===== src/rtl/rr_fifo_arbiter_param_pkg.sv =====
`default_nettype none
// ============================================================================
// Module  : rr_arb_pkg
// Brief   : Shared constants and width helpers for the round-robin FIFO
//           arbiter slice.
// Revision: 1.0 - initial parametrised release
// ============================================================================
package rr_arb_pkg;

  localparam int DEF_NUM_CH     = 4;
  localparam int DEF_DATA_W     = 8;
  localparam int DEF_DEPTH      = 8;
  localparam int DEF_SKIP_EMPTY = 1;

  // Widest channel index ever needed (16 channels)
  localparam int MAX_CH_W = 4;
  typedef logic [MAX_CH_W-1:0] ch_idx_t;

  // Ceiling log2, usable in constant expressions
  function automatic int clog2(input int value);
    int r;
    r = 0;
    while ((1 << r) < value) r++;
    return r;
  endfunction

  // Channel index width; never narrower than one bit
  function automatic int ch_w(input int num_ch);
    return (num_ch < 2) ? 1 : clog2(num_ch);
  endfunction

endpackage
`default_nettype wire


===== src/rtl/rr_fifo_arbiter_param_if.sv =====
`default_nettype none
// ============================================================================
// Module  : rr_fifo_arbiter_param_if
// Brief   : Producer/consumer bundle of the round-robin FIFO arbiter.
//           slave = arbiter side, master = environment side.
// Revision: 1.0 - initial parametrised release
// ============================================================================
interface rr_fifo_arbiter_param_if
  import rr_arb_pkg::*;
#(
  parameter int NUM_CH = DEF_NUM_CH,
  parameter int DATA_W = DEF_DATA_W
);
  localparam int CH_W = ch_w(NUM_CH);

  logic [NUM_CH-1:0]        wen;
  logic [NUM_CH*DATA_W-1:0] din;
  logic [NUM_CH-1:0]        full;
  logic [NUM_CH-1:0]        overflow;
  logic                     ready;
  logic                     valid;
  logic [DATA_W-1:0]        dout;
  logic [CH_W-1:0]          dout_ch;

  modport slave  (input  wen, din, ready,
                  output full, overflow, valid, dout, dout_ch);
  modport master (output wen, din, ready,
                  input  full, overflow, valid, dout, dout_ch);
endinterface
`default_nettype wire


===== src/rtl/rr_fifo_arbiter_param_chan_fifo.sv =====
`default_nettype none
// ============================================================================
// Module  : rr_chan_fifo
// Brief   : One channel FIFO with combinational head, occupancy count,
//           full flag and a one-cycle overflow pulse for dropped writes.
// Revision: 1.0 - initial parametrised release
// ============================================================================
module rr_chan_fifo
  import rr_arb_pkg::*;
#(
  parameter int DATA_W = DEF_DATA_W,
  parameter int DEPTH  = DEF_DEPTH,
  localparam int AW    = clog2(DEPTH),
  localparam int CNT_W = AW + 1
) (
  input  logic              clk,
  input  logic              rst_n,
  input  logic              wen_i,
  input  logic              pop_i,
  input  logic [DATA_W-1:0] din_i,
  output logic [DATA_W-1:0] dout_o,
  output logic [CNT_W-1:0]  count_o,
  output logic              full_o,
  output logic              overflow_o
);

  logic [DATA_W-1:0] mem_q [DEPTH];
  logic [AW-1:0]     wr_ptr_q, wr_ptr_d;
  logic [AW-1:0]     rd_ptr_q, rd_ptr_d;
  logic [CNT_W-1:0]  count_q, count_d;
  logic              overflow_q, overflow_d;
  logic              push, pop_ok;

  // Full is judged on the start-of-cycle count, so a same-cycle pop
  // never rescues a write into a full FIFO.
  assign full_o     = (count_q == CNT_W'(DEPTH));
  assign push       = wen_i && !full_o;
  assign pop_ok     = pop_i && (count_q != '0);
  assign dout_o     = mem_q[rd_ptr_q];
  assign count_o    = count_q;
  assign overflow_o = overflow_q;

  // Next pointers, occupancy and overflow pulse
  always_comb begin
    wr_ptr_d   = push   ? wr_ptr_q + 1'b1 : wr_ptr_q;
    rd_ptr_d   = pop_ok ? rd_ptr_q + 1'b1 : rd_ptr_q;
    overflow_d = wen_i && full_o;
    case ({push, pop_ok})
      2'b10:   count_d = count_q + 1'b1;
      2'b01:   count_d = count_q - 1'b1;
      default: count_d = count_q;
    endcase
  end

  // Control state with asynchronous clear
  always_ff @(posedge clk or negedge rst_n) begin
    if (!rst_n) begin
      wr_ptr_q   <= '0;
      rd_ptr_q   <= '0;
      count_q    <= '0;
      overflow_q <= 1'b0;
    end else begin
      wr_ptr_q   <= wr_ptr_d;
      rd_ptr_q   <= rd_ptr_d;
      count_q    <= count_d;
      overflow_q <= overflow_d;
    end
  end

  // Storage array; contents are don't-care until written
  always_ff @(posedge clk) begin
    if (push) mem_q[wr_ptr_q] <= din_i;
  end

endmodule
`default_nettype wire


===== src/rtl/rr_fifo_arbiter_param.sv =====
`default_nettype none
// ============================================================================
// Module  : rr_fifo_arbiter_param
// Brief   : NUM_CH channel FIFOs merged onto one registered valid/ready
//           output by a round-robin grant (work-conserving or strict slots).
// Revision: 1.0 - initial parametrised release
// ============================================================================
module rr_fifo_arbiter_param
  import rr_arb_pkg::*;
#(
  parameter int NUM_CH     = DEF_NUM_CH,
  parameter int DATA_W     = DEF_DATA_W,
  parameter int DEPTH      = DEF_DEPTH,
  parameter int SKIP_EMPTY = DEF_SKIP_EMPTY
) (
  input  logic clk,
  input  logic rst_n,
  rr_fifo_arbiter_param_if.slave bus
);

  localparam int CH_W  = ch_w(NUM_CH);
  localparam int CNT_W = clog2(DEPTH) + 1;

  logic [DATA_W-1:0] head  [NUM_CH];
  logic [CNT_W-1:0]  count [NUM_CH];
  logic [NUM_CH-1:0] nonempty;
  logic [NUM_CH-1:0] pop;

  logic              load, found;
  logic [CH_W-1:0]   grant, grant_next;
  logic [CH_W-1:0]   ptr_q, ptr_d;
  logic              valid_q, valid_d;
  logic [DATA_W-1:0] dout_q, dout_d;
  logic [CH_W-1:0]   ch_q, ch_d;

  for (genvar i = 0; i < NUM_CH; i++) begin : g_chan
    rr_chan_fifo #(
      .DATA_W (DATA_W),
      .DEPTH  (DEPTH)
    ) u_fifo (
      .clk        (clk),
      .rst_n      (rst_n),
      .wen_i      (bus.wen[i]),
      .pop_i      (pop[i]),
      .din_i      (bus.din[i*DATA_W +: DATA_W]),
      .dout_o     (head[i]),
      .count_o    (count[i]),
      .full_o     (bus.full[i]),
      .overflow_o (bus.overflow[i])
    );
    assign nonempty[i] = (count[i] != '0);
  end

  // A new word may be loaded when the output stage is empty or draining
  assign load = !valid_q || bus.ready;

  if (SKIP_EMPTY != 0) begin : g_skip
    // First non-empty channel at or after the pointer, wrapping
    always_comb begin
      int              idx;
      logic [CH_W-1:0] cand;
      idx   = 0;
      cand  = '0;
      found = 1'b0;
      grant = ptr_q;
      for (int k = 0; k < NUM_CH; k++) begin
        idx = int'(ptr_q) + k;
        if (idx >= NUM_CH) idx = idx - NUM_CH;
        cand = CH_W'(idx);
        if (!found && nonempty[cand]) begin
          found = 1'b1;
          grant = cand;
        end
      end
    end
  end else begin : g_strict
    // Fixed slot: the pointed channel or nothing
    assign grant = ptr_q;
    assign found = nonempty[ptr_q];
  end

  assign grant_next = (grant == CH_W'(NUM_CH - 1)) ? '0 : grant + 1'b1;

  // Pop strobes, pointer advance and output-stage next state
  always_comb begin
    valid_d = valid_q;
    dout_d  = dout_q;
    ch_d    = ch_q;
    ptr_d   = ptr_q;
    for (int i = 0; i < NUM_CH; i++) begin
      pop[i] = load && found && (grant == CH_W'(i));
    end
    if (load) begin
      valid_d = found;
      if (found) begin
        dout_d = head[grant];
        ch_d   = grant;
      end
      // Strict mode burns the slot even when it is empty
      if (found || (SKIP_EMPTY == 0)) ptr_d = grant_next;
    end
  end

  // Grant pointer and registered output stage
  always_ff @(posedge clk or negedge rst_n) begin
    if (!rst_n) begin
      ptr_q   <= '0;
      valid_q <= 1'b0;
      dout_q  <= '0;
      ch_q    <= '0;
    end else begin
      ptr_q   <= ptr_d;
      valid_q <= valid_d;
      dout_q  <= dout_d;
      ch_q    <= ch_d;
    end
  end

  assign bus.valid   = valid_q;
  assign bus.dout    = dout_q;
  assign bus.dout_ch = ch_q;

endmodule
`default_nettype wire


===== src/flat_wrapper.sv =====
// flat-port wrapper written by rule: the top's interface ports become plain ports
module rr_fifo_arbiter_param_flat import rr_arb_pkg::*;
#(
  parameter int NUM_CH     = DEF_NUM_CH,
  parameter int DATA_W     = DEF_DATA_W,
  parameter int DEPTH      = DEF_DEPTH,
  parameter int SKIP_EMPTY = DEF_SKIP_EMPTY
)
  (clk, rst_n, bus_wen, bus_din, bus_ready, bus_full, bus_overflow, bus_valid, bus_dout, bus_dout_ch);
  rr_fifo_arbiter_param_if #(.NUM_CH(NUM_CH), .DATA_W(DATA_W)) bus_i ();
  input  logic clk;
  input  logic rst_n;
  input wire logic [$bits(bus_i.wen)-1:0] bus_wen;
  input wire logic [$bits(bus_i.din)-1:0] bus_din;
  input wire logic [$bits(bus_i.ready)-1:0] bus_ready;
  output wire logic [$bits(bus_i.full)-1:0] bus_full;
  output wire logic [$bits(bus_i.overflow)-1:0] bus_overflow;
  output wire logic [$bits(bus_i.valid)-1:0] bus_valid;
  output wire logic [$bits(bus_i.dout)-1:0] bus_dout;
  output wire logic [$bits(bus_i.dout_ch)-1:0] bus_dout_ch;
  assign bus_i.wen = bus_wen;
  assign bus_i.din = bus_din;
  assign bus_i.ready = bus_ready;
  assign bus_full = bus_i.full;
  assign bus_overflow = bus_i.overflow;
  assign bus_valid = bus_i.valid;
  assign bus_dout = bus_i.dout;
  assign bus_dout_ch = bus_i.dout_ch;
  rr_fifo_arbiter_param #(.NUM_CH(NUM_CH), .DATA_W(DATA_W), .DEPTH(DEPTH), .SKIP_EMPTY(SKIP_EMPTY)) u_core (.clk(clk), .rst_n(rst_n), .bus(bus_i));
endmodule

===== config.mk =====
export PLATFORM = sky130hd
export DESIGN_NAME = rr_fifo_arbiter_param_flat
export DESIGN_NICKNAME = d
export VERILOG_FILES = /design/src/rtl/rr_fifo_arbiter_param_pkg.sv /design/src/rtl/rr_fifo_arbiter_param_if.sv /design/src/rtl/rr_fifo_arbiter_param_chan_fifo.sv /design/src/rtl/rr_fifo_arbiter_param.sv /design/src/flat_wrapper.sv
export SDC_FILE = /design/constraint.sdc
export NUM_CORES = 1
export LEC_CHECK = 0
export CORE_MARGIN = 10
export CORE_UTILIZATION = 40
export DETAILED_ROUTE_END_ITERATION = 12
export DONT_BUFFER_PORTS = 1
export HOLD_SLACK_MARGIN = 0.03
export SLEW_MARGIN = 5
export SYNTH_ARGS = -nofsm -noshare
export SYNTH_HDL_FRONTEND = slang
export SYNTH_HIERARCHICAL = 1
export SYNTH_SLANG_ARGS = --single-unit

===== constraint.sdc =====
create_clock -name clk -period 4.35 [get_ports clk]
set_input_delay 0.87 -clock clk [delete_from_list [all_inputs] [get_ports clk]]
set_output_delay 0.87 -clock clk [all_outputs]
set_load 0.02 [all_outputs]

# Yosys cells after proc, flatten, opt, wreduce, memory -nomap -nowiden

Memories as Yosys holds them, arrays and structs flattened.
Index checks and enable logic that the tools add are counted.

Add/subtract/negate cells: 24
$lt $le $gt $ge: 9
Eq/ne operators: 15
Multiplexer cells: 36
Bitwise operators: 1
Reduce and logical (&&, ||, !) cells: 39

Operator list:

| kind                                                                         | count |
|---|---|
| 4-bit case mux with 2 select lines                                           | 4 |
| 3-bit by 1-bit adder with 3-bit output, second input constant                | 8 |
| 1-bit logical AND                                                            | 20 |
| 2-bit two-way mux                                                            | 9 |
| 4-bit by 1-bit adder with 4-bit output, second input constant                | 4 |
| 8-bit binary-select mux with 2-bit select                                    | 1 |
| 4-bit == test, second input constant                                         | 4 |
| 1-bit two-way mux                                                            | 16 |
| 8-bit two-way mux                                                            | 2 |
| 4-bit nonzero test                                                           | 4 |
| 4-bit by 1-bit subtractor with 4-bit output, second input constant           | 4 |
| 2-bit == test, second input constant                                         | 6 |
| 3-bit >= comparator, second input constant                                   | 4 |
| 2-bit by 3-bit less-than comparator with 1-bit output, second input constant | 4 |
| 2-bit by 1-bit == test with 1-bit output, second input constant              | 5 |
| 1-bit binary-select mux with 2-bit select                                    | 4 |
| 1-bit zero test                                                              | 8 |
| 2-bit nonzero test                                                           | 4 |
| 2-bit by 1-bit subtractor with 2-bit output, second input constant           | 4 |
| 2-bit by 2-bit adder with 3-bit output, second input constant                | 2 |
| 2-bit by 1-bit adder with 3-bit output, second input constant                | 1 |
| 2-bit by 3-bit >= comparator with 1-bit output, second input constant        | 1 |
| 2-bit NOT with 3-bit output                                                  | 1 |
| 2-bit by 1-bit adder with 2-bit output, second input constant                | 1 |
| other kinds (3)                                                              | 3 |

Register bits after elaboration: 57
Bits in writable memories: 256
Input bits: 39
Output and inout port bits: 19
Memories kept: 4

Memories:

| memory                        | words | width | read ports | clocked after memory_dff | write ports | RTL line                              | text |
|---|---|---|---|---|---|---|---|
| u_core.g_chan[0].u_fifo.mem_q | 8     | 8     | 1          | 0                        | 1           | rr_fifo_arbiter_param_chan_fifo.sv:27 | `logic [DATA_W-1:0] mem_q [DEPTH];` |
| u_core.g_chan[1].u_fifo.mem_q | 8     | 8     | 1          | 0                        | 1           | rr_fifo_arbiter_param_chan_fifo.sv:27 |  |
| u_core.g_chan[2].u_fifo.mem_q | 8     | 8     | 1          | 0                        | 1           | rr_fifo_arbiter_param_chan_fifo.sv:27 |  |
| u_core.g_chan[3].u_fifo.mem_q | 8     | 8     | 1          | 0                        | 1           | rr_fifo_arbiter_param_chan_fifo.sv:27 |  |

# Logic depth before layout (Yosys ltp)

Gate-level depths: netlist of run 1.

Depth in word-level cells: 19
Gate-level depth with buffers: 17
Gate-level depth less buffers: 15

# Cells and area by module

The synthesis of run 1 kept the hierarchy.

By module, submodules not included:

| module                                      | times used | cells an instance | area an instance (µm²) |
|---|---|---|---|
| rr_chan_fifo at u_core.g_chan[1].u_fifo ... | 3          | 153               | 3090.5 |
| rr_chan_fifo at u_core.g_chan[0].u_fifo     | 1          | 150               | 3088.0 |
| rr_fifo_arbiter_param                       | 1          | 103               | 985.9 |

# Worst setup path before layout of run 1

Ideal clock, no wire load.

Path type: reg2reg
From: register u_core.g_chan[2].u_fifo.count_q[1]
To: register u_core.g_chan[2].u_fifo.count_q[2]
Setup time: 132 ps
Arrival time: 3321 ps
Data required time: 4218 ps
Slack: 898 ps
Stages on the path, launching flop included: 17
Clock period less this slack: 3452 ps
Path through: dfrtp_1 -> nor4_4 -> nand2_1 -> a221oi_2 -> and2_4 -> inv_6 -> buf_12 -> ha_1 -> and2_1 -> o41a_1 -> ha_1 -> xor2_1 -> ha_1 -> a21oi_1 -> xor2_1 -> nor2_1 -> xor2_1

Cells in the longest elaborated chain, start to end: 18
Elaborated cells on any way between the ends: 36
Classes of those cells: add/sub: 2; eq/ne: 4; mux: 17; reduce/logical: 13

RTL lines:

| element                                                                          | RTL line                              | text |
|---|---|---|
| start, declared                                                                  | rr_fifo_arbiter_param_chan_fifo.sv:30 | `logic [CNT_W-1:0] count_q, count_d;` |
| start signal, assigned                                                           | rr_fifo_arbiter_param_chan_fifo.sv:65 | `count_q <= count_d;` |
| 4-bit nonzero test *                                                             | rr_fifo_arbiter_param.sv:51           | `assign nonempty[i] = (count[i] != '0);` |
| 1-bit binary-select mux with 2-bit select                                        | rr_fifo_arbiter_param.sv:70           | `if (!found && nonempty[cand]) begin` |
| 1-bit two-way mux (not written as such)                                          | rr_fifo_arbiter_param.sv:70           |  |
| 1-bit two-way mux                                                                | rr_fifo_arbiter_param.sv:70           |  |
| 1-bit zero test                                                                  | rr_fifo_arbiter_param.sv:70           |  |
| 1-bit logical AND                                                                | rr_fifo_arbiter_param.sv:70           |  |
| 1-bit two-way mux                                                                | rr_fifo_arbiter_param.sv:70           |  |
| 1-bit zero test                                                                  | rr_fifo_arbiter_param.sv:70           |  |
| [... 5 more ...]                                                                 | n/a                                   |  |
| via u_core.grant[0]                                                              | rr_fifo_arbiter_param.sv:30           | `logic [CH_W-1:0] grant, grant_next;` |
| 2-bit == test *                                                                  | rr_fifo_arbiter_param.sv:91           | `pop[i] = load && found && (grant == CH_W'(i));` |
| 1-bit logical AND *                                                              | rr_fifo_arbiter_param.sv:91           |  |
| via u_core.pop[2]                                                                | rr_fifo_arbiter_param.sv:27           | `logic [NUM_CH-1:0] pop;` |
| 1-bit logical AND *                                                              | rr_fifo_arbiter_param_chan_fifo.sv:38 | `assign pop_ok = pop_i && (count_q != '0);` |
| via u_core.g_chan[2].u_fifo.pop_ok                                               | rr_fifo_arbiter_param_chan_fifo.sv:32 | `logic push, pop_ok;` |
| 2-bit by 1-bit == test with 1-bit output / 2-bit == test (equally long branches) | rr_fifo_arbiter_param_chan_fifo.sv:48 | `case ({push, pop_ok})` |
| 4-bit case mux with 2 select lines / 2-bit nonzero test (equally long branches)  | n/a                                   |  |

Mark *: on every way through the listed nets, which the timed path passes. The rest lies on a longest branch. The select of a mux whose other input is x is not followed.
A chain may end at the register's enable or synchronous reset.

# Worst setup path after layout of run 1

From: register u_core.g_chan[3].u_fifo.count_q[1]
To: register u_core.g_chan[0].u_fifo.count_q[3]

Cells in the longest elaborated chain, start to end: 18
Elaborated cells on any way between the ends: 31
Classes of those cells: eq/ne: 2; mux: 17; reduce/logical: 12

RTL lines:

| element                                                                          | RTL line |
|---|---|
| start, declared                                                                  | rr_fifo_arbiter_param_chan_fifo.sv:30 |
| start signal, assigned                                                           | rr_fifo_arbiter_param_chan_fifo.sv:65 |
| 4-bit nonzero test *                                                             | rr_fifo_arbiter_param.sv:51 |
| 1-bit binary-select mux with 2-bit select                                        | rr_fifo_arbiter_param.sv:70 |
| 1-bit two-way mux (not written as such)                                          | rr_fifo_arbiter_param.sv:70 |
| 1-bit two-way mux                                                                | rr_fifo_arbiter_param.sv:70 |
| 1-bit zero test                                                                  | rr_fifo_arbiter_param.sv:70 |
| 1-bit logical AND                                                                | rr_fifo_arbiter_param.sv:70 |
| 1-bit two-way mux                                                                | rr_fifo_arbiter_param.sv:70 |
| 1-bit zero test                                                                  | rr_fifo_arbiter_param.sv:70 |
| [... 5 more ...]                                                                 | n/a |
| via u_core.grant[1]                                                              | rr_fifo_arbiter_param.sv:30 |
| 2-bit zero test *                                                                | rr_fifo_arbiter_param.sv:91 |
| 1-bit logical AND *                                                              | rr_fifo_arbiter_param.sv:91 |
| via u_core.pop[0]                                                                | rr_fifo_arbiter_param.sv:27 |
| 1-bit logical AND *                                                              | rr_fifo_arbiter_param_chan_fifo.sv:38 |
| via u_core.g_chan[0].u_fifo.pop_ok                                               | rr_fifo_arbiter_param_chan_fifo.sv:32 |
| 2-bit by 1-bit == test with 1-bit output / 2-bit == test (equally long branches) | rr_fifo_arbiter_param_chan_fifo.sv:48 |
| 4-bit case mux with 2 select lines / 2-bit nonzero test (equally long branches)  | n/a |
| end signal, assigned                                                             | rr_fifo_arbiter_param_chan_fifo.sv:65 |
| end, declared                                                                    | rr_fifo_arbiter_param_chan_fifo.sv:30 |

Marks and branches as above.

==> results of run 1 <==
[cells in the mapped netlist, types with 3 or more instances]
master	n
a2111oi_0	11
a211oi_1	8
a21oi_1	5
and2_1	8
and3_2	8
buf_1	4
buf_12	5
buf_2	6
buf_6	4
clkbuf_1	6
dfrtp_1	57
edfxtp_1	256
ha_1	24
inv_1	3
inv_2	3
mux2_2	41
mux2i_1	8
mux4_1	64
nand2_1	38
nand2b_1	15
nand3_1	4
nand3b_1	4
nor2_1	40
nor2b_1	4
nor3_1	16
nor4_1	5
nor4b_1	4
nor4b_2	3
o41a_1	4
xnor2_1	16
xor2_1	17
[worst min path at each step]
stage	from	slack (ps)	endpoint
2_1_floorplan	u_core/g_chan[1].u_fifo/count_o[3]	480	u_core/g_chan[1].u_fifo/count_o[3]
3_3_place_gp	u_core/g_chan[3].u_fifo/count_o[3]	490	u_core/g_chan[3].u_fifo/count_o[3]
3_5_place_dp	u_core/g_chan[1].u_fifo/count_o[3]	520	u_core/g_chan[1].u_fifo/count_o[3]
4_1_cts	rst_n	170	u_core/g_chan[2].u_fifo/overflow_o
5_1_grt	rst_n	180	u_core/g_chan[1].u_fifo/overflow_o
6_report	rst_n	180	u_core/g_chan[2].u_fifo/overflow_o
[through the flow]
step / instance area [sq um] / hold WS (ps) / setup slack, ps
3_5_place_dp: 13800 / 516 / 481
5_1_grt: 14800 / 179 / 154
2_1_floorplan: 13300 / 475 / 898
6_report: 14800 / 181 / 367
4_1_cts: 14800 / 168 / 467
3_3_place_gp: 13800 / 491 / 706
[metal layers]
metal,vias to the layer above,routed length [um],GRT usage [%]
met3,34,1380,2.79
met1,3349,10900,15.3
met4,0,473,3.60
met5,-,0,0
li1,2931,-,-
met2,127,13300,21.6
[timing repair]
| action | CTS | global route |
|---|---|---|
| resized for setup | 0 | 0 |
| hold buffers | 1 | 0 |
| hold endpoints to repair | 57 | 0 |
[flip-flops by register name, indices dropped and copies added (netlist names), 2 cells and up]
name / count
u_core/g_chan.u_fifo/overflow_o: 4
u_core/bus.dout_ch: 2
u_core/g_chan.u_fifo/rd_ptr_q: 12
u_core/g_chan.u_fifo/mem_q: 256
u_core/g_chan.u_fifo/count_o: 16
u_core/bus.dout: 8
u_core/g_chan.u_fifo/wr_ptr_q: 12
u_core/ptr_q: 2
[power groups by stage]
stage          clock network, mW  registers (mW)  logic, mW
3_5_place_dp                   0            4.77       2.80
2_1_floorplan                  0            4.29       2.51
3_3_place_gp                   0            4.71       2.68
4_1_cts                     2.70            4.71       2.82
5_1_grt                     2.82            4.80       3.03
6_report                    2.63            4.69       2.78
[final cells by class]
class                      count  area (sq um)  area share [%]
inverter                       7          31.3           0.211
sequential                   313          9110            61.5
clock inverter                15           183            1.23
tap                          442           553            3.73
multi-input combinational    367          3990            27.0
clock buffer                  40           820            5.53
timing repair buffer          13           118           0.794
[cell families (layout without fill, tap and decap cells)]
kind of cell             count (synthesis)  in the layout
AO/OA/AOI/OAI                           38             38
XOR/XNOR                                33             33
adder cells (fa/ha/maj)                 24             24
buffers and inverters                   32             75
flip-flops                             313            313
multiplexers                           113            113
AND/OR/NAND/NOR                        159            159
[critical path, cell delays in order (launching register included)]
cell and delay [ps]:
dfrtp_1 470, or4_1 690, nor2_1 210, a2111oi_0 140
or2_1 310, inv_1 230, ha_1 190, and2_1 120
o41a_1 280, ha_1 330, nand3b_1 100, a2111oi_0 490
nor3_1 150, xnor2_1 150
==> flow_metrics.tcl, run 1 <==
set metrics [dict create \
    status "finished, final reports clean" \
    synthToLayoutAreaGrowth_pct 11.0 \
    ant_nets 0 \
    clockPowerShare_pct 26.0 \
    synth_warnings 6 \
    die_w_um 203 \
    viasPerCell 5.38 \
    worstPathArrival_ps 4410 \
    crit_path_start_kind "register" \
    synth_ff_type "edfxtp_1" \
    synth_fa_ha_area_share_pct 2.25 \
    final_common_cell "edfxtp_1" \
    layout_common_cells "edfxtp_1, mux4_1, dfrtp_1, mux2_2, nor2_1" \
    switchingPower_mw 3.21 \
    rows 66 \
    hpwlAfterDp_um 17600 \
    p_int_mw 6.90 \
    clock_latency_ps 550 \
    yosysTopAreaCellShare_pct 57.6 \
    r2r-end "u_core/g_chan[0].u_fifo/count_o[3]" \
    cap_violations 0 \
    setup-violations-final 0 \
    dr.pass1.iters 4 \
    diodes 0 \
    grt_pass1_vias 6691 \
    syn_nets 775 \
    powerDensity_nw_per_um2 682 \
    netlist_instances 712 \
    die_h_um 203 \
    layout.nets 796 \
    grt_max_degree 58 \
    place.gp.congestion 0.816 \
    worstMarginPinSlew_ps 1190 \
    power_mw 10.1 \
    synth_top_family_by_area "multiplexers" \
    crit_path_end_kind "register" \
    cts_max_path_buffers 3 \
    netlist_area_sq_um 13300 \
    cts_sinks 313 \
    hold_path_class "in -> async" \
    htreeDepth 1 \
    die-area_sq_um 41100 \
    remaining_drc_errors 0 \
    clock.fmax_mhz 251 \
    relSlewSlack_pct 18.6 \
    worstPathMaxFanout 10 \
    synth_cell_types 48 \
    yosys.area.top_type "edfxtp_1" \
    async_flop_share_pct 18.2 \
    critPathKind "reg -> reg" \
    drt_iter0_markers 434 \
    post_cts.repair.setup_buffers 0 \
    endpoint "u_core/g_chan[0].u_fifo/count_o[3]" \
    layout-drive-gt1-share_pct 16.2 \
    peakVddDrop_mv 0.319 \
    global_route.overflow_total 0 \
    r2r_setup_slack_ps 370 \
    rr_worst_depth 13 \
    numCtsBuffers 31 \
    synth_edf_count 256 \
    synth-seq-cells 313 \
    fillers 2744 \
    ioPinCount 58 \
    final_util_pct 45.3 \
    p_leak_nw 5.13 \
    antenna_found_initial 0 \
    grt_first_pass_wirelength_um 40100 \
    synth_compound_area_share_pct 2.29 \
    synthMuxAreaShare_pct 16.7 \
    coreArea_sq_um 32700 \
    reg2reg_from "u_core/g_chan[3].u_fifo/count_o[1]" \
    num_vias 6441 \
    yosys-top-cells-area "edfxtp_1, mux4_1, dfrtp_1" \
    finalHoldViolCount 0 \
    start_util_pct 40.8 \
    period_minus_slack_ps 3980 \
    cts_tree "done" \
    clock-root-buffer "clkbuf_16" \
    yosysSeqAreaShare_pct 68.3 \
    slew_violations 0 \
    syn_avg_cell_area_sq_um 18.7 \
    final.setup.tns_ps 0 \
    fin_cells 1197 \
    grt_usage_pct 12.5 \
    port_buffers 0 \
    worstPathRequired_ps 4780 \
    routed_wl_um 26000 \
    p_comb_share_pct 27.5 \
    swShare_pct 31.7 \
    wire_per_inst_um 21.8 \
    clkTransAtPathRegs_ps 60 \
    dp_cells 1141 \
    p_seq_share_pct 46.5 \
    synth-simple-area-share_pct 6.52 \
    critPathLaunch "u_core/g_chan[3].u_fifo/count_o[1]" \
    fin_skew_ps 15.6 \
    period_share_pct 91.6 \
    grt_setup_unrepaired "no" \
    synth_xor_area_share_pct 2.17 \
]
(Power assumes the default switching activity.)
==> run 2, diff against run 1 <==
--- a/config.mk
+++ b/config.mk
@@ -10,7 +10,7 @@
 export DETAILED_ROUTE_END_ITERATION = 12
 export DONT_BUFFER_PORTS = 1
 export HOLD_SLACK_MARGIN = 0.03
-export SLEW_MARGIN = 5
+export SLEW_MARGIN = 30
 export SYNTH_ARGS = -nofsm -noshare
 export SYNTH_HDL_FRONTEND = slang
 export SYNTH_HIERARCHICAL = 1
==> run 2 against run 1 <==
Net effect: flip-flop and latch count unchanged; first-iteration DRC count down 5.8%; via count up 0.14%; fmax up 0.55%; highest routed layer unchanged; critical endpoint unchanged; final cell count is essentially flat; critical path type unchanged; non-clock buffer count is 1 higher.
==> flow_metrics.tcl, run 2 (same netlist as run 1, synthesis figures left out) <==
set metrics [dict create \
    status "finished, final reports clean" \
    grt_setup_unrepaired "no" \
    layout-drive-gt1-share_pct 16.7 \
    layout.nets 797 \
    grt_first_pass_wirelength_um 40100 \
    period_share_pct 91.1 \
    finalHoldViolCount 0 \
    routed_wl_um 26100 \
    post_dp_cell_area_sq_um 13800 \
    powerDensity_nw_per_um2 683 \
    htreeDepth 1 \
    relSlewSlack_pct 20.5 \
    die-area_sq_um 41100 \
    power_mw 10.1 \
    dr.pass1.iters 5 \
    viasPerCell 5.38 \
    layout_common_cells "edfxtp_1, mux4_1, dfrtp_1, mux2_2, nand2_1" \
    clock_latency_ps 550 \
    fin_skew_ps 14.1 \
    cts_resized 0 \
    slew_violations 0 \
    cts_tree "done" \
    ioPinCount 58 \
    global_route.overflow_total 0 \
    whs_ps 183 \
    hpwlAfterDp_um 17600 \
    num_vias 6450 \
    design_area_sq_um 14800 \
    switchingPower_mw 3.21 \
    numCtsBuffers 31 \
    p_int_mw 6.92 \
    drt_iter0_markers 409 \
    worstPathMaxFanout 10 \
    final_common_cell "edfxtp_1" \
    worstMarginPinSlew_ps 1160 \
    coreArea_sq_um 32700 \
    antenna_found_initial 0 \
    grt_max_degree 58 \
    wl_met2_um 13200 \
    clockPowerShare_pct 26.0 \
    post-place-ws_ps 481 \
    dp_cells 1141 \
    ant_nets 0 \
    cts_max_path_buffers 3 \
    grt_usage_pct 12.5 \
    swShare_pct 31.7 \
    p_seq_share_pct 46.1 \
    wire_per_inst_um 21.8 \
    synthToLayoutAreaGrowth_pct 11.2 \
    start_util_pct 40.8 \
    remaining_drc_errors 0 \
    die_h_um 203 \
    layout_setup_ws_ps 389 \
    port_buffers 0 \
    final.setup.tns_ps 0 \
    clkTransAtPathRegs_ps 60 \
    diodes 0 \
    wl_met1_um 10900 \
    regMostFlops "u_core/g_chan.u_fifo/mem_q" \
    worstPathArrival_ps 4390 \
    cts_sinks 313 \
    setup-violations-final 0 \
    crit_path_start_kind "register" \
    clock-root-buffer "clkbuf_16" \
    period_minus_slack_ps 3960 \
    critPathKind "reg -> reg" \
    final_util_pct 45.4 \
    die_w_um 203 \
    cap_violations 0 \
    largest_reg_flops 256 \
    clock.fmax_mhz 252 \
    place.gp.congestion 0.816 \
    p_comb_share_pct 27.9 \
    worstPathRequired_ps 4780 \
    crit_path_end_kind "register" \
    rows 66 \
    peakVddDrop_mv 0.317 \
    p_leak_nw 5.14 \
    hold_path_class "in -> async" \
    grt_pass1_vias 6691 \
    wl_met3_um 1430 \
    fin_cells 1198 \
    dr.max_layer_used "met4" \
]
-- run 2: cell types whose count changed in the layout (fill, tap and decap cells not counted), sizes merged --
cell	previous run	this run
buf	13	14
-- run 2: repair_timing --
item | in CTS | in global routing
setup buffers | 0 | 0
hold buffers | 1 | 0
hold endpoints to repair | 57 | 0
setup endpoints to repair | 0 | 0
-- run 2: final cells by class --
cell class              instances  area (sq um)
clock buffers                  40           820
clock inverters                15           183
fillers                      2741         17900
inverters                       7          31.3
multi-input cells             367          4000
flip-flops and latches        313          9110
well taps                     442           553
repair buffers                 14           133
-- run 2: per-layer routing --
| metal | up-vias | GRT usage, % |
|---|---|---|
| met5 | - | 0 |
| met1 | 3338 | 15.3 |
| li1 | 2933 | - |
| met2 | 137 | 21.6 |
| met3 | 42 | 2.79 |
| met4 | 0 | 3.60 |
-- run 2: power by group through the flow --
stage               registers, mW  clock network [mW]  logic (mW)
finish                       4.67                2.63        2.83
global placement             4.71                   0        2.68
CTS                          4.71                2.70        2.82
detailed placement           4.77                   0        2.80
global route                 4.77                2.82        3.09
floorplan                    4.29                   0        2.51
-- run 2: final timing paths --
check | startpoint | endpoint | slack [ps] | depth (start not counted)
min in group clk | bus_din[24] | u_core/g_chan[3].u_fifo/mem_q[0][0] | 410 | 0
max in group asynchronous | rst_n | u_core/g_chan[0].u_fifo/wr_ptr_q[2] | 3890 | 1
worst min-delay path | rst_n | u_core/g_chan[2].u_fifo/overflow_o | 180 | 1
worst min register to register | u_core/g_chan[1].u_fifo/count_o[3] | u_core/g_chan[1].u_fifo/count_o[3] | 530 | 1
worst max-delay path | u_core/g_chan[3].u_fifo/count_o[1] | u_core/g_chan[0].u_fifo/count_o[3] | 390 | 13
worst max register to register | u_core/g_chan[3].u_fifo/count_o[1] | u_core/g_chan[0].u_fifo/count_o[3] | 390 | 13
-- run 2: worst max-delay path, cell delays in order (launching register included) --
cell and delay [ps]:
dfrtp_1 460, or4_1 690, nor2_1 210, a2111oi_0 130, or2_1 310, inv_1 240
ha_1 190, and2_1 120, o41a_1 290, ha_1 330, nand3b_1 100, a2111oi_0 480
nor3_1 150, xnor2_1 150
==> run 3, diff against run 2 <==
--- a/config.mk
+++ b/config.mk
@@ -5,11 +5,13 @@
 export SDC_FILE = /design/constraint.sdc
 export NUM_CORES = 1
 export LEC_CHECK = 0
+export CAP_MARGIN = 20
 export CORE_MARGIN = 10
-export CORE_UTILIZATION = 40
+export CORE_UTILIZATION = 60
 export DETAILED_ROUTE_END_ITERATION = 12
 export DONT_BUFFER_PORTS = 1
 export HOLD_SLACK_MARGIN = 0.03
+export PLACE_DENSITY = 0.76
 export SLEW_MARGIN = 30
 export SYNTH_ARGS = -nofsm -noshare
 export SYNTH_HDL_FRONTEND = slang
==> constraint.sdc (replaced) <==
create_clock -name clk -period 3.8 [get_ports clk]
set_input_delay 0.76 -clock clk [delete_from_list [all_inputs] [get_ports clk]]
set_output_delay 0.76 -clock clk [all_outputs]
set_load 0.02 [all_outputs]
==> run 3 against run 2 <==
Net effect: cell area grew 0.13%; sequential power grew 13%; power grew 18%; clock skew shrank 7.2 ps; non-clock buffer count grew 16; critical path depth grew 1; global-route usage grew 5.1 points; wire length shrank 1.9%; flip-flop and latch count is the same; first-iteration DRC count grew 12%; fmax grew 7.2%; via count grew 2.6%; critical endpoint unchanged; largest power group unchanged.
==> flow_metrics.tcl, run 3 (same netlist as run 1, synthesis figures left out) <==
set metrics [dict create \
    worstPathRequired_ps 4230 \
    cp.depth 14 \
    antenna_found_initial 0 \
    final_util_pct 68.1 \
    cts_max_path_buffers 3 \
    rr_worst_depth 14 \
    relSlewSlack_pct 28.4 \
    critPathSlowestCell "or4_4" \
    crit_chain "or4_4, o22ai_1, a221oi_4, and2_4, inv_6, ha_1, and2_1, o41a_1, buf_4, ha_1, nand2b_1, a2111oi_1, nor3_1, xnor2_1" \
    cts_sinks 313 \
    layout-drive-gt1-share_pct 19.8 \
    wire_per_inst_um 24.3 \
    status "finished, final reports clean" \
    rows 54 \
    crit_path_end_kind "register" \
    numCtsBuffers 30 \
    die-area_sq_um 28600 \
    crit_family "simple AND/OR/NAND/NOR gates" \
    layout.nets 812 \
    grt_usage_pct 17.6 \
    dr.pass1.iters 5 \
    ant_nets 0 \
    diodes 0 \
    critPathKind "reg -> reg" \
    r2r_setup_slack_ps 100 \
    endpoint "u_core/g_chan[0].u_fifo/count_o[3]" \
    fin_skew_ps 6.88 \
    post_dp_cell_area_sq_um 13700 \
    dp_cells 990 \
    num_vias 6616 \
    design_area_sq_um 14900 \
    grt_max_degree 58 \
    start_util_pct 61.2 \
    place.gp.congestion 0.825 \
    drt_iter0_markers 458 \
    worstPathMaxFanout 19 \
    fin_cells 1053 \
    finalHoldViolCount 0 \
    final_common_cell "edfxtp_1" \
    largest_reg_flops 256 \
    hpwlAfterDp_um 16800 \
    coreArea_sq_um 21800 \
    grt_pass1_vias 6898 \
    worstPathArrival_ps 4130 \
    die_w_um 169 \
    layout_common_cells "edfxtp_1, mux4_1, dfrtp_1, mux2_2" \
    setup-violations-final 0 \
    global_route.overflow_total 0 \
    period_minus_slack_ps 3700 \
    regMostFlops "u_core/g_chan.u_fifo/mem_q" \
    clock.fmax_mhz 271 \
    reg2reg_from "u_core/g_chan[1].u_fifo/count_o[1]" \
    worstMarginPinSlew_ps 1050 \
    htreeDepth 1 \
    r2r-end "u_core/g_chan[0].u_fifo/count_o[3]" \
    remaining_drc_errors 0 \
    powerDensity_nw_per_um2 804 \
    hold_path_class "in -> async" \
    cap_violations 0 \
    slew_violations 0 \
    clkTransAtPathRegs_ps 60 \
    clock_latency_ps 550 \
    critPathLaunch "u_core/g_chan[1].u_fifo/count_o[1]" \
    clock-root-buffer "clkbuf_16" \
    max_stage_delay_ps 620 \
    synthToLayoutAreaGrowth_pct 11.3 \
    routed_wl_um 25600 \
    crit_top_cell "ha_1" \
    ioPinCount 58 \
    cts_tree "done" \
    viasPerCell 6.28 \
    crit_path_start_kind "register" \
    peakVddDrop_mv 0.629 \
    critPathBufInv 2 \
    die_h_um 169 \
    port_buffers 0 \
    period_share_pct 97.3 \
    grt_first_pass_wirelength_um 39500 \
    p_leak_nw 5.24 \
]
==> run 3: changes by cell type in the layout (fill, tap and decap cells not counted), sizes merged <==
cell	change
buf	+16
clkbuf	-4
clkinvlp	+3
bufinv	+2
==> run 3: what timing repair did <==
item                       4_1_cts  5_1_grt
setup buffers                    0        6
hold buffers                     1        0
hold endpoints to repair        57        0
pin swaps                        0        3
gates resized for setup          2       11
gates cloned                     0        0
setup endpoints to repair        1       11
==> run 3: report_power, final <==
group | switching, mW | leakage [nW] | internal [mW]
logic | 1.69 | 1.73 | 1.80
registers | 0.857 | 3.00 | 4.44
clock network | 1.25 | 0.513 | 1.91
total | 3.79 | 5.24 | 8.15
==> run 3: layer usage <==
metal  wire length [um]  up-vias  global-route usage, %  part of all wire (%)
li1                   -     2967                      -                     -
met1              10600     3406                   22.4                    41
met2              13000      192                   29.8                    51
met3               1420       51                   3.73                   5.5
met4                610        0                   5.22                   2.4
met5                  0        -                      0                     0
==> run 3: final cells by class <==
cell class              count  area, sq um
clock inverters            20          274
inverters                   7         31.3
multi-input cells         367         4050
well taps                 280          350
fillers                  1394         6970
repair buffers             30          245
flip-flops and latches    313         9110
clock buffers              36          795
==> run 3: worst min-delay path by stage <==
stage / to / slack, ps / depth (start not counted)
4_1_cts: u_core/g_chan[2].u_fifo/overflow_o / 70 / 1
6_report: u_core/g_chan[2].u_fifo/overflow_o / 70 / 1
5_1_grt: u_core/g_chan[2].u_fifo/wr_ptr_q[1] / 80 / 1
2_1_floorplan: u_core/bus.dout[0] / 460 / 0
3_5_place_dp: u_core/g_chan[1].u_fifo/overflow_o / 470 / 0
3_3_place_gp: u_core/g_chan[1].u_fifo/overflow_o / 470 / 0
==> run 3: per-stage QoR <==
stage	hold WS (ps)	setup TNS, ps	worst slack (ps)	power [mW]
finish	71.2	0	103	11.9
global route	77.3	-52.6	-40.6	12.5
CTS	68.9	0	59.9	11.9
detailed placement	468	0	0.0906	8.70
global placement	467	0	267	8.45
floorplan	464	0	348	7.78
